==> config.mk <==
export PLATFORM = sky130hd
export DESIGN_NAME = keypad_scan_ctrl
export DESIGN_NICKNAME = d
export VERILOG_FILES = /design/src/rtl/keypad_scan_ctrl.sv
export SDC_FILE = /design/constraint.sdc
export NUM_CORES = 1
export LEC_CHECK = 0
export ABC_AREA = 1
export CAP_MARGIN = 10
export CORE_UTILIZATION = 55
export DETAILED_ROUTE_END_ITERATION = 6
export HOLD_SLACK_MARGIN = 0.12
export PLACE_DENSITY_LB_ADDON = 0.25
export SLEW_MARGIN = 25
export SYNTH_ARGS = -nofsm -noshare
export SYNTH_HDL_FRONTEND = slang
export SYNTH_SLANG_ARGS = --single-unit
==> constraint.sdc <==
create_clock -name clock -period 6.2 [get_ports clock]
set_input_delay 1.24 -clock clock [delete_from_list [all_inputs] [get_ports clock]]
set_output_delay 1.24 -clock clock [all_outputs]
set_load 0.05 [all_outputs]
==> src/rtl/keypad_scan_ctrl.sv <==
// 4x3 keypad scanner: row-at-a-time drive, frame-level debounce, key-event FIFO with sticky overflow.
// Optional macro KEYPAD_RELEASE_EVT_EN adds key-release events ({1'b1,code}) to the FIFO.
`default_nettype none

module keypad_scan_ctrl #(
    parameter int SCAN_DIV        = 30000,
    parameter int DEBOUNCE_FRAMES = 4,
    parameter int FIFO_DEPTH      = 4
) (
    input  logic       clock,
    input  logic       reset,
    input  logic [2:0] cols_in,
    output logic [3:0] rows_out,
    output logic [3:0] key_held,
    output logic [4:0] evt_data,
    output logic       evt_valid,
    input  logic       evt_pop,
    output logic [4:0] evt_count,
    output logic       overflow,
    input  logic       ovf_clr,
    output logic [1:0] scan_state
);

    localparam int CW = (SCAN_DIV > 1) ? $clog2(SCAN_DIV) : 1;
    localparam int PW = $clog2(FIFO_DEPTH);
    localparam logic [CW-1:0] DWELL_LAST = CW'(SCAN_DIV - 1);
    localparam logic [3:0]    DB_CNT     = 4'(DEBOUNCE_FRAMES);
    localparam logic [4:0]    FULL_CNT   = 5'(FIFO_DEPTH);
    localparam logic [3:0]    CODE_NONE  = 4'hF;
    localparam logic [3:0]    CODE_MULTI = 4'hE;

    typedef enum logic [1:0] {S_R0, S_R1, S_R2, S_R3} scan_t;

    scan_t          state;
    logic [CW-1:0]  dwell;
    logic [2:0]     c_s1, c_s2;
    logic [1:0]     acc_cnt;
    logic [3:0]     acc_code;
    logic [3:0]     cand;
    logic [3:0]     stable_cnt;

    logic [2:0]     col_low;
    logic [1:0]     n_low;
    logic [1:0]     row_col;
    logic [1:0]     row_idx;
    logic [2:0]     tot;
    logic [3:0]     row_code;
    logic [3:0]     frame_code;
    logic [3:0]     result;
    logic           sample;
    logic           frame_end;
    logic [3:0]     nxt_cnt;
    logic           upd;
    logic           push;
    logic [4:0]     push_data;

    assign scan_state = state;

    always_ff @(posedge clock or negedge reset) begin
        if (!reset) begin
            c_s1 <= 3'b111;
            c_s2 <= 3'b111;
        end else begin
            c_s1 <= cols_in;
            c_s2 <= c_s1;
        end
    end

    // Per-row sample folded into a running frame summary: low-bit count (saturating at 2) and last single-key code.
    always_comb begin
        row_idx    = state;
        col_low    = ~c_s2;
        n_low      = {1'b0, col_low[0]} + {1'b0, col_low[1]} + {1'b0, col_low[2]};
        row_col    = col_low[0] ? 2'd0 : (col_low[1] ? 2'd1 : 2'd2);
        tot        = {1'b0, acc_cnt} + {1'b0, n_low};
        row_code   = ({2'b00, row_idx} * 4'd3) + {2'b00, row_col};
        frame_code = (n_low == 2'd1) ? row_code : acc_code;
        if (tot == 3'd0)
            result = CODE_NONE;
        else if (tot == 3'd1)
            result = frame_code;
        else
            result = CODE_MULTI;
        sample    = (dwell == DWELL_LAST);
        frame_end = sample && (state == S_R3);
    end

    always_ff @(posedge clock or negedge reset) begin
        if (!reset) begin
            state    <= S_R0;
            dwell    <= '0;
            rows_out <= 4'b1110;
            acc_cnt  <= 2'd0;
            acc_code <= 4'd0;
        end else if (sample) begin
            dwell <= '0;
            if (frame_end) begin
                acc_cnt  <= 2'd0;
                acc_code <= 4'd0;
            end else begin
                acc_cnt  <= (tot >= 3'd2) ? 2'd2 : tot[1:0];
                acc_code <= frame_code;
            end
            case (state)
                S_R0: begin state <= S_R1; rows_out <= 4'b1101; end
                S_R1: begin state <= S_R2; rows_out <= 4'b1011; end
                S_R2: begin state <= S_R3; rows_out <= 4'b0111; end
                S_R3: begin state <= S_R0; rows_out <= 4'b1110; end
            endcase
        end else begin
            dwell <= dwell + CW'(1);
        end
    end

    always_comb begin
        if (result == cand)
            nxt_cnt = (stable_cnt == DB_CNT) ? stable_cnt : stable_cnt + 4'd1;
        else
            nxt_cnt = 4'd1;
        upd = frame_end && (nxt_cnt == DB_CNT) && (result != CODE_MULTI) && (result != key_held);
    end

    always_ff @(posedge clock or negedge reset) begin
        if (!reset) begin
            cand       <= CODE_NONE;
            stable_cnt <= 4'd0;
            key_held   <= CODE_NONE;
        end else if (frame_end) begin
            cand       <= result;
            stable_cnt <= nxt_cnt;
            if (upd)
                key_held <= result;
        end
    end

`ifdef KEYPAD_RELEASE_EVT_EN
    logic       pend_valid;
    logic       pend_set;
    logic [3:0] pend_code;

    // A key->key change releases the old key now and presses the new one on the next cycle.
    always_comb begin
        push      = 1'b0;
        push_data = 5'd0;
        pend_set  = 1'b0;
        if (pend_valid) begin
            push      = 1'b1;
            push_data = {1'b0, pend_code};
        end else if (upd) begin
            push = 1'b1;
            if (key_held != CODE_NONE) begin
                push_data = {1'b1, key_held};
                pend_set  = (result != CODE_NONE);
            end else begin
                push_data = {1'b0, result};
            end
        end
    end

    always_ff @(posedge clock or negedge reset) begin
        if (!reset) begin
            pend_valid <= 1'b0;
            pend_code  <= 4'd0;
        end else begin
            pend_valid <= pend_set;
            if (pend_set)
                pend_code <= result;
        end
    end
`else
    always_comb begin
        push      = upd && (result != CODE_NONE);
        push_data = {1'b0, result};
    end
`endif

    logic [4:0]    mem [FIFO_DEPTH];
    logic [PW-1:0] wr_ptr, rd_ptr;
    logic          pop_ok, full, wr_ok, drop;

    always_comb begin
        pop_ok = evt_pop && (evt_count != 5'd0);
        full   = (evt_count == FULL_CNT);
        wr_ok  = push && (!full || pop_ok);
        drop   = push && full && !pop_ok;
    end

    assign evt_valid = (evt_count != 5'd0);
    assign evt_data  = evt_valid ? mem[rd_ptr] : 5'd0;

    always_ff @(posedge clock or negedge reset) begin
        if (!reset) begin
            wr_ptr    <= '0;
            rd_ptr    <= '0;
            evt_count <= 5'd0;
            for (int i = 0; i < FIFO_DEPTH; i++)
                mem[i] <= 5'd0;
        end else begin
            if (wr_ok) begin
                mem[wr_ptr] <= push_data;
                wr_ptr      <= wr_ptr + PW'(1);
            end
            if (pop_ok)
                rd_ptr <= rd_ptr + PW'(1);
            if (wr_ok && !pop_ok)
                evt_count <= evt_count + 5'd1;
            else if (pop_ok && !wr_ok)
                evt_count <= evt_count - 5'd1;
        end
    end

    // A drop on the same edge as a clear wins, so the lost event is never hidden.
    always_ff @(posedge clock or negedge reset) begin
        if (!reset)
            overflow <= 1'b0;
        else if (drop)
            overflow <= 1'b1;
        else if (ovf_clr)
            overflow <= 1'b0;
    end

endmodule

`default_nettype wire
==> impl_metrics.json, run 1 <==
{
  "status": "completed",
  "fp.dieW_um": 87.7,
  "netlist_instances": 492,
  "worst-slew-pin-transition_ns": 0.971,
  "cts_setup_buffers": 0,
  "grt_pass1_vias": 3175,
  "drt-pass1-iter-count": 5,
  "ant_nets": 0,
  "r2r-end": "evt_count[4]$_DFFE_PN0P_",
  "dieArea_sq_um": 7690,
  "maxCapViolations": 0,
  "routed_wl_um": 8080,
  "num_vias": 3316,
  "multiInputGateArea_sq_um": 1900,
  "fin_nets": 554,
  "die_h_um": 87.7,
  "cts_num_sinks": 71,
  "syn_area_sq_um": 4040,
  "fin_setup_tns_ns": 0,
  "post_drt_wl_per_cell_um": 13.0,
  "cp.arrival_ns": 5.47,
  "place_inst": 607,
  "cts_resized": 0,
  "peakVddDrop_v": 0.000127,
  "crit_required_ns": 6.44,
  "cts_hold_buf": 0,
  "synth_cell_types": 39,
  "mostFrequentLayoutCell": "nand2_1",
  "insertion_delay_ns": 0.35,
  "drive_gt1_share_pct": 11.0,
  "htree_levels": 3,
  "gr-total-overflow": 0,
  "grt_first_pass_wirelength_um": 14300,
  "mostFrequentLayoutCells": "nand2_1, inv_1, dfrtp_1, nor2_1, o21ai_0",
  "fmax_mhz": 191,
  "syn_nets": 524,
  "seq_area_sq_um": 1800,
  "crit_slowest_cell": "fa_1",
  "hpwl_um": 5880,
  "cp_slowest_stage_delay_ns": 0.79,
  "hold_viol_final": 0,
  "io_buffers": 27,
  "io_pins": 29,
  "remaining_drc_errors": 0,
  "min_from": "c_s1[1]$_DFF_PN1_",
  "cp_max_fo": 20,
  "start_util_pct": 58.2,
  "diodes": 0,
  "grt_util_all_layers_pct": 24.1,
  "vias_per_cell": 5.32,
  "syn_avg_cell_area_sq_um": 8.21,
  "gp_congestion": 0.938,
  "grt_max_degree": 72,
  "rsz0062_at_grt": "no",
  "holdPathStages": 0,
  "fillers": 609,
  "area_delta_synth_final_pct": 13.8,
  "min_to": "c_s2[1]$_DFF_PN1_",
  "synth_enable_flop_cells": 0,
  "pwr_density_cell_nw_per_um2": 201,
  "path_class": "reg2reg",
  "fin_cells": 623,
  "start_kind": "register",
  "crit_top_cell": "nand2_1",
  "coreArea_sq_um": 6940,
  "drtIter0Drc": 163,
  "fin_crit_sh_pct": 84.5,
  "max-clock-path-buffers": 2,
  "rrSetupSlack_ns": 0.96,
  "cts-buffers-inserted": 9,
  "cts-root-buf": "clkbuf_8",
  "antenna_found_initial": 0,
  "hold_path_class": "reg2reg",
  "synth-main-ff-cell": "dfrtp_1",
  "end_kind": "register",
  "yosysWarnings": 0,
  "slew_headroom_pct": 34.6,
  "async_reset_ff_share_pct": 100,
  "cts_tree": "built",
  "power_leakage_nw": 2.23,
  "setup_viol": 0,
  "ys_seq_area_share_pct": 44.5,
  "path_clk_slew_ns": 0.07,
  "rr_worst_depth": 28,
  "fin_worst_skew_ns": 0.00800,
  "r2r_start": "c_s2[0]$_DFF_PN1_",
  "num_rows": 30,
  "slew_violations": 0,
  "min_period_ns": 5.24,
  "ys_seq_elements": 71,
  "finish.utilization_pct": 66.2
}
-- per-stage QoR --
step	area (sq um)	total power (W)	setup slack (ns)	hold slack (ns)
4_1_cts	4600	0.000934	0.977	0.358
3_5_place_dp	4390	0.000546	0.993	0.348
6_report	4600	0.000923	0.962	0.356
2_1_floorplan	4040	0.000524	1.76	0.345
3_3_place_gp	4390	0.000544	1.25	0.347
5_1_grt	4600	0.000960	0.535	0.364
-- cell type report --
| type | count | area share (%) |
|---|---|---|
| inverter | 77 | 6.32 |
| sequential | 71 | 39.1 |
| timing repair buffer | 29 | 6.10 |
| clock inverter | 3 | 0.871 |
| clock buffer | 13 | 3.68 |
| tap | 96 | 2.61 |
| multi-input combinational | 334 | 41.3 |
-- worst max path at each step --
stage                      start                  endpoint  slack [ns]
2_1_floorplan  c_s2[0]$_DFF_PN1_  evt_count[4]$_DFFE_PN0P_        1.76
3_3_place_gp   c_s2[0]$_DFF_PN1_  evt_count[4]$_DFFE_PN0P_        1.25
3_5_place_dp   c_s2[0]$_DFF_PN1_  evt_count[4]$_DFFE_PN0P_        0.99
4_1_cts        c_s2[0]$_DFF_PN1_  evt_count[4]$_DFFE_PN0P_        0.98
5_1_grt        c_s2[0]$_DFF_PN1_  evt_count[4]$_DFFE_PN0P_        0.53
6_report       c_s2[0]$_DFF_PN1_  evt_count[4]$_DFFE_PN0P_        0.96
-- where the power goes --
part	leakage, nW	internal, W	switching, W	total [W]
logic	1.21	0.0000194	0.0000507	0.0000701
clock network	0.109	0.000218	0.000167	0.000385
registers	0.917	0.000467	0.000000711	0.000468
total	2.23	0.000704	0.000219	0.000923
-- critical path, delay by kind of cell (launching register included) --
kind / cells / cell delay (ns)
simple gates: 15 / 1.54
buf+inv: 6 / 0.60
compound gates: 1 / 0.23
xor+xnor: 1 / 0.13
flops: 1 / 0.53
fa+ha+maj: 5 / 2.10
-- per-layer routing --
metal	wire length [um]	part of all wire [%]	global-route usage, %
met1	3760	47	32.2
met3	372	4.6	3.49
met4	239	3.0	13.6
met5	0	0	0
met2	3710	46	37.8
-- sequential cells by signal, summed over array words and instances, names as in the netlist, 3 cells and up --
register,flops
acc_code,4
key_held,4
evt_count,5
stable_cnt,4
mem,16
rows_out,4
cand,4
dwell,15
c_s2,3
c_s1,3
-- synthesized netlist by cell type (all sizes together), types with 2 or more instances --
cell / number / area (sq um)
nand2: 111 / 437
inv: 76 / 285
dfrtp: 54 / 1350
nor2: 49 / 213
nand3: 41 / 245
o21ai: 41 / 205
nand4: 29 / 181
ha: 20 / 250
dfstp: 17 / 447
a21oi: 10 / 50.1
buf: 5 / 35.0
clkbuf: 5 / 18.8
fa: 5 / 100
xor2: 5 / 43.8
nor3: 4 / 42.5
a31oi: 3 / 18.8
nor4: 3 / 18.8
nand3b: 2 / 15.0
or2: 2 / 12.5
xnor2: 2 / 17.5
-- logic make-up after synthesis --
| logic type | share of synthesized area (%) |
|---|---|
| buf+inv | 8.52 |
| simple gates | 29.1 |
| fa+ha+maj | 8.67 |
| flops | 44.5 |
| xor+xnor | 1.52 |
| other cells | 0.0928 |
| compound gates | 7.56 |
Power figures use the tool's default switching activity.
==> inputs of run 2 (changes only) <==
==> constraint.sdc (replaced) <==
create_clock -name clock -period 5 [get_ports clock]
set_input_delay 1 -clock clock [delete_from_list [all_inputs] [get_ports clock]]
set_output_delay 1 -clock clock [all_outputs]
set_load 0.05 [all_outputs]
==> impl_metrics.json, run 2 (same netlist as run 1, synthesis figures left out) <==
{
  "status": "completed",
  "regMostFlops": "mem",
  "r2r-end": "evt_count[4]$_DFFE_PN0P_",
  "pwr_density_cell_nw_per_um2": 249,
  "worst-slew-pin-transition_ns": 1.07,
  "grt_first_pass_wirelength_um": 14300,
  "drive_gt1_share_pct": 12.1,
  "routed_wl_um": 8500,
  "fp.dieW_um": 87.7,
  "grt_util_all_layers_pct": 24.5,
  "cp-startpoint": "c_s2[0]$_DFF_PN1_",
  "cts-root-buf": "clkbuf_8",
  "maxCapViolations": 0,
  "power_switching_w": 0.000277,
  "area_delta_synth_final_pct": 14.7,
  "slew_headroom_pct": 28.1,
  "cts_tree": "built",
  "coreArea_sq_um": 6940,
  "die_h_um": 87.7,
  "grt_max_degree": 37,
  "holdPathStages": 0,
  "fin_area_sq_um": 4630,
  "io_buffers": 27,
  "reg_top3": "mem: 16 flops, dwell: 15 flops, evt_count: 5 flops",
  "cp.arrival_ns": 4.88,
  "end_kind": "register",
  "path_clk_slew_ns": 0.07,
  "min_period_ns": 4.64,
  "hold_viol_final": 0,
  "cts-buffers-inserted": 9,
  "hpwl_um": 6050,
  "post_drt_wl_per_cell_um": 13.6,
  "num_vias": 3341,
  "dieArea_sq_um": 7690,
  "insertion_delay_ns": 0.35,
  "grt_pass1_vias": 3209,
  "slew_violations": 0,
  "cell_internal_pwr_w": 0.000875,
  "mostFrequentLayoutCells": "nand2_1, inv_1, dfrtp_1, nor2_1, o21ai_0",
  "fin_nets": 558,
  "hold_path_class": "reg2reg",
  "clock_power_share_pct": 41.8,
  "fmax_mhz": 215,
  "crit_end": "evt_count[4]$_DFFE_PN0P_",
  "fin_crit_sh_pct": 92.8,
  "peakVddDrop_v": 0.000170,
  "start_util_pct": 58.2,
  "drtIter0Drc": 243,
  "num_rows": 30,
  "fin_setup_tns_ns": 0,
  "cts_num_sinks": 71,
  "drt-pass1-iter-count": 5,
  "vias_per_cell": 5.33,
  "htree_levels": 3,
  "setup_ws_ns": 0.359,
  "largest_reg_flops": 16,
  "start_kind": "register",
  "rr_worst_depth": 27,
  "diodes": 0,
  "rrSetupSlack_ns": 0.36,
  "placement.cell_area_sq_um": 4390,
  "ant_nets": 0,
  "io_pins": 29,
  "remaining_drc_errors": 0,
  "pwr-share-comb_pct": 7.8,
  "rsz0062_at_grt": "no",
  "antenna_found_initial": 0,
  "setup_viol": 0,
  "r2r_start": "c_s2[0]$_DFF_PN1_",
  "mostFrequentLayoutCell": "nand2_1",
  "gp_congestion": 0.867,
  "cp_max_fo": 8,
  "gr-total-overflow": 0,
  "finish.utilization_pct": 66.7,
  "p_seq_share_pct": 50.3,
  "post-place-ws_ns": 0.256,
  "netSwitchingFraction_pct": 24.0,
  "fin_worst_skew_ns": 0.00652,
  "power_leakage_nw": 2.25,
  "crit_required_ns": 5.24,
  "path_class": "reg2reg",
  "max-clock-path-buffers": 2
}
## run 2: critical path: stages, from the launching register on
cell,delay (ns)
dfstp_2,0.53
inv_1,0.06
fa_1,0.57
ha_1,0.15
inv_1,0.04
fa_1,0.51
nand2_2,0.11
nor2_8,0.19
nand3_4,0.14
clkinv_2,0.08
nand2_1,0.04
nand2_1,0.06
nand2_2,0.11
nor3_4,0.23
nand3_4,0.13
nor2_4,0.11
nand2_2,0.08
inv_2,0.07
ha_2,0.20
inv_1,0.09
ha_1,0.33
nand2_1,0.07
nor2_1,0.05
a211oi_2,0.21
nand2_1,0.09
nand2_1,0.07
nor2_1,0.04
xor2_1,0.14
## run 2: worst min path at each step
| stage | from | to | slack, ns |
|---|---|---|---|
| 2_1_floorplan | c_s1[0]$_DFF_PN1_ | c_s2[0]$_DFF_PN1_ | 0.35 |
| 3_3_place_gp | c_s1[0]$_DFF_PN1_ | c_s2[0]$_DFF_PN1_ | 0.35 |
| 3_5_place_dp | c_s1[0]$_DFF_PN1_ | c_s2[0]$_DFF_PN1_ | 0.35 |
| 4_1_cts | c_s1[0]$_DFF_PN1_ | c_s2[0]$_DFF_PN1_ | 0.36 |
| 5_1_grt | c_s1[0]$_DFF_PN1_ | c_s2[0]$_DFF_PN1_ | 0.36 |
| 6_report | c_s1[0]$_DFF_PN1_ | c_s2[0]$_DFF_PN1_ | 0.36 |
## run 2: per-stage QoR
step	hold WS (ns)	instances	total power (W)
after global routing	0.360	627	0.00120
after floorplan	0.345	492	0.000650
after CTS	0.359	624	0.00116
after detailed placement	0.349	608	0.000678
final	0.357	627	0.00115
after global placement	0.346	608	0.000675
## run 2: metal layers
metal / track usage (%) / wire length [um] / vias up
li1: - / - / 1660
met1: 31.8 / 3850 / 1571
met2: 40.0 / 4060 / 95
met3: 3.68 / 384 / 15
met4: 12.8 / 204 / 0
met5: 0 / 0 / -
## run 2: area by class of cell
| type | instances | area, sq um |
|---|---|---|
| timing repair buffer | 33 | 310 |
| inverter | 77 | 290 |
| sequential | 71 | 1800 |
| multi-input combinational | 334 | 1910 |
| fill | 573 | 2310 |
| clock buffer | 13 | 169 |
| clock inverter | 3 | 40.0 |
| tap | 96 | 120 |
## run 2: repair_timing
item                       in CTS  in global routing
setup endpoints to repair       0                  2
hold buffers                    0                  0
gates resized for setup         0                  2
setup buffers                   0                  3
## run 2: power by group through the flow
stage	logic, W	clock network (W)	registers, W
2_1_floorplan	0.0000598	0	0.000590
3_3_place_gp	0.0000849	0	0.000590
3_5_place_dp	0.0000877	0	0.000590
4_1_cts	0.0000887	0.000489	0.000580
5_1_grt	0.000101	0.000516	0.000580
6_report	0.0000902	0.000482	0.000580
==> inputs of run 3 (changes only) <==
--- a/config.mk
+++ b/config.mk
@@ -10,7 +10,7 @@
 export CORE_UTILIZATION = 55
 export DETAILED_ROUTE_END_ITERATION = 6
 export HOLD_SLACK_MARGIN = 0.12
-export PLACE_DENSITY_LB_ADDON = 0.25
+export PLACE_DENSITY = 0.77
 export SLEW_MARGIN = 25
 export SYNTH_ARGS = -nofsm -noshare
 export SYNTH_HDL_FRONTEND = slang
==> constraint.sdc (replaced) <==
create_clock -name clock -period 5 [get_ports clock]
set_input_delay 1 -clock clock [delete_from_list [all_inputs] [get_ports clock]]
set_output_delay 1 -clock clock [all_outputs]
set_load 0.1 [all_outputs]
==> impl_metrics.json, run 3 (same netlist as run 1, synthesis figures left out) <==
{
  "area_delta_synth_final_pct": 15.4,
  "placement.cell_area_sq_um": 4390,
  "pwr_density_cell_nw_per_um2": 257,
  "cp.arrival_ns": 4.77,
  "post_drt_wl_per_cell_um": 13.4,
  "htree_levels": 3,
  "end_kind": "register",
  "fin_area_sq_um": 4660,
  "maxCapViolations": 0,
  "cp_max_fo": 8,
  "peakVddDrop_v": 0.000166,
  "start_util_pct": 58.2,
  "path_class": "reg2reg",
  "min_from": "c_s1[2]$_DFF_PN1_",
  "totalPowerFinal_w": 0.00120,
  "crit_required_ns": 5.24,
  "cts-buffers-inserted": 9,
  "dieArea_sq_um": 7690,
  "fmax_mhz": 221,
  "hold_viol_final": 0,
  "drive_gt1_share_pct": 12.2,
  "ant_nets": 0,
  "r2r-end": "evt_count[4]$_DFFE_PN0P_",
  "io_pins": 29,
  "holdPathStages": 0,
  "num_rows": 30,
  "status": "completed",
  "cts_tree": "built",
  "fin_worst_skew_ns": 0.0132,
  "power_leakage_nw": 2.27,
  "fin_setup_tns_ns": 0,
  "regMostFlops": "mem",
  "drt-pass1-iter-count": 4,
  "path_clk_slew_ns": 0.07,
  "gp_congestion": 0.913,
  "whs_ns": 0.349,
  "gr-total-overflow": 0,
  "min_to": "c_s2[2]$_DFF_PN1_",
  "io_buffers": 27,
  "hold_path_class": "reg2reg",
  "routed_wl_um": 8440,
  "hpwl_um": 6270,
  "max-clock-path-buffers": 2,
  "slew_headroom_pct": 34.2,
  "rsz0062_at_grt": "no",
  "fin_crit_sh_pct": 90.5,
  "num_vias": 3356,
  "reg_top3": "mem: 16 flops, dwell: 15 flops, evt_count: 5 flops",
  "grt_util_all_layers_pct": 24.9,
  "slew_violations": 0,
  "largest_reg_flops": 16,
  "mostFrequentLayoutCells": "nand2_1, inv_1, dfrtp_1, nor2_1, o21ai_0",
  "mostFrequentLayoutCell": "nand2_1",
  "cts_num_sinks": 71,
  "r2r_start": "c_s2[0]$_DFF_PN1_",
  "rr_worst_depth": 27,
  "worst-slew-pin-transition_ns": 0.978,
  "fp.dieW_um": 87.7,
  "drtIter0Drc": 209,
  "diodes": 0,
  "coreArea_sq_um": 6940,
  "rrSetupSlack_ns": 0.47,
  "cts-root-buf": "clkbuf_8",
  "die_h_um": 87.7,
  "setup_viol": 0,
  "grt_first_pass_wirelength_um": 14600,
  "insertion_delay_ns": 0.36,
  "vias_per_cell": 5.34,
  "cts_hold_buf": 0,
  "min_period_ns": 4.53,
  "grt_max_degree": 41,
  "remaining_drc_errors": 0,
  "grt_pass1_vias": 3251,
  "antenna_found_initial": 0,
  "start_kind": "register",
  "fin_nets": 560
}
[run 3: cell count changes in the layout (fill, tap and decap cells not counted)]
cell	before	now
clkinv_2	3	2
clkbuf_1	1	2
clkbuf_8	12	11
buf_4	6	7
clkbuf_2	0	1
bufinv_16	1	2
[run 3: critical path: stages (launching register included)]
cell and delay (ns):
dfstp_2 0.53, inv_1 0.06, fa_1 0.56, ha_1 0.15, inv_1 0.05, fa_1 0.51, nand2_2 0.11, nor2_8 0.18
nand3_4 0.14, clkinv_2 0.08, nand2_1 0.04, nand2_1 0.06, nand2_2 0.10, nor3_4 0.24, nand3_4 0.12, nor2_4 0.11
nand2_2 0.08, inv_2 0.07, ha_2 0.20, inv_1 0.10, ha_1 0.34, nand2_1 0.08, nor2_1 0.04, a211oi_2 0.17
nand2_1 0.07, nand2_1 0.06, nor2_1 0.04, xor2_1 0.13
[run 3: timing repair]
action	in CTS	in global routing
gates resized for setup	0	2
buffers inserted	0	5
endpoints found under the setup margin	0	1
[run 3: power by group]
group	switching, W	total [W]	internal (W)	leakage [nW]
Sequential	0.000000909	0.000580	0.000579	0.917
Clock	0.000216	0.000524	0.000308	0.114
Combinational	0.0000649	0.0000922	0.0000273	1.24
Total	0.000282	0.00120	0.000914	2.27
[run 3: area by class of cell]
class / instances / area [sq um]
inverters: 77 / 290
well taps: 96 / 120
clock inverters: 3 / 65.1
multi-input cells: 334 / 1910
repair buffers: 35 / 323
clock buffers: 13 / 159
fillers: 581 / 2280
flip-flops and latches: 71 / 1800
[run 3: through the flow]
stage	util, %	setup slack [ns]	cells
6_report	67.1	0.474	629
3_3_place_gp	63.3	0.490	608
4_1_cts	66.5	0.338	624
2_1_floorplan	-	0.222	492
3_5_place_dp	63.3	0.352	608
5_1_grt	67.1	0.0398	629
[run 3: worst max-delay path by stage]
stage | from | end | slack, ns | cells after the start
3_5_place_dp | c_s2[0]$_DFF_PN1_ | evt_count[4]$_DFFE_PN0P_ | 0.35 | 27
2_1_floorplan | scan_state[1]$_DFFE_PN0N_ | evt_count[4]$_DFFE_PN0P_ | 0.22 | 26
4_1_cts | c_s2[0]$_DFF_PN1_ | evt_count[4]$_DFFE_PN0P_ | 0.34 | 27
3_3_place_gp | c_s2[0]$_DFF_PN1_ | evt_count[4]$_DFFE_PN0P_ | 0.49 | 27
6_report | c_s2[0]$_DFF_PN1_ | evt_count[4]$_DFFE_PN0P_ | 0.47 | 27
5_1_grt | c_s2[0]$_DFF_PN1_ | evt_count[4]$_DFFE_PN0P_ | 0.04 | 27
[run 3: per-layer routing]
| layer | vias to the layer above | track usage [%] | part of all wire (%) |
|---|---|---|---|
| met5 | - | 0 | 0 |
| met4 | 0 | 10.7 | 1.8 |
| met3 | 15 | 6.41 | 4.8 |
| met2 | 79 | 40.5 | 47 |
| met1 | 1598 | 31.7 | 46 |
| li1 | 1664 | - | - |
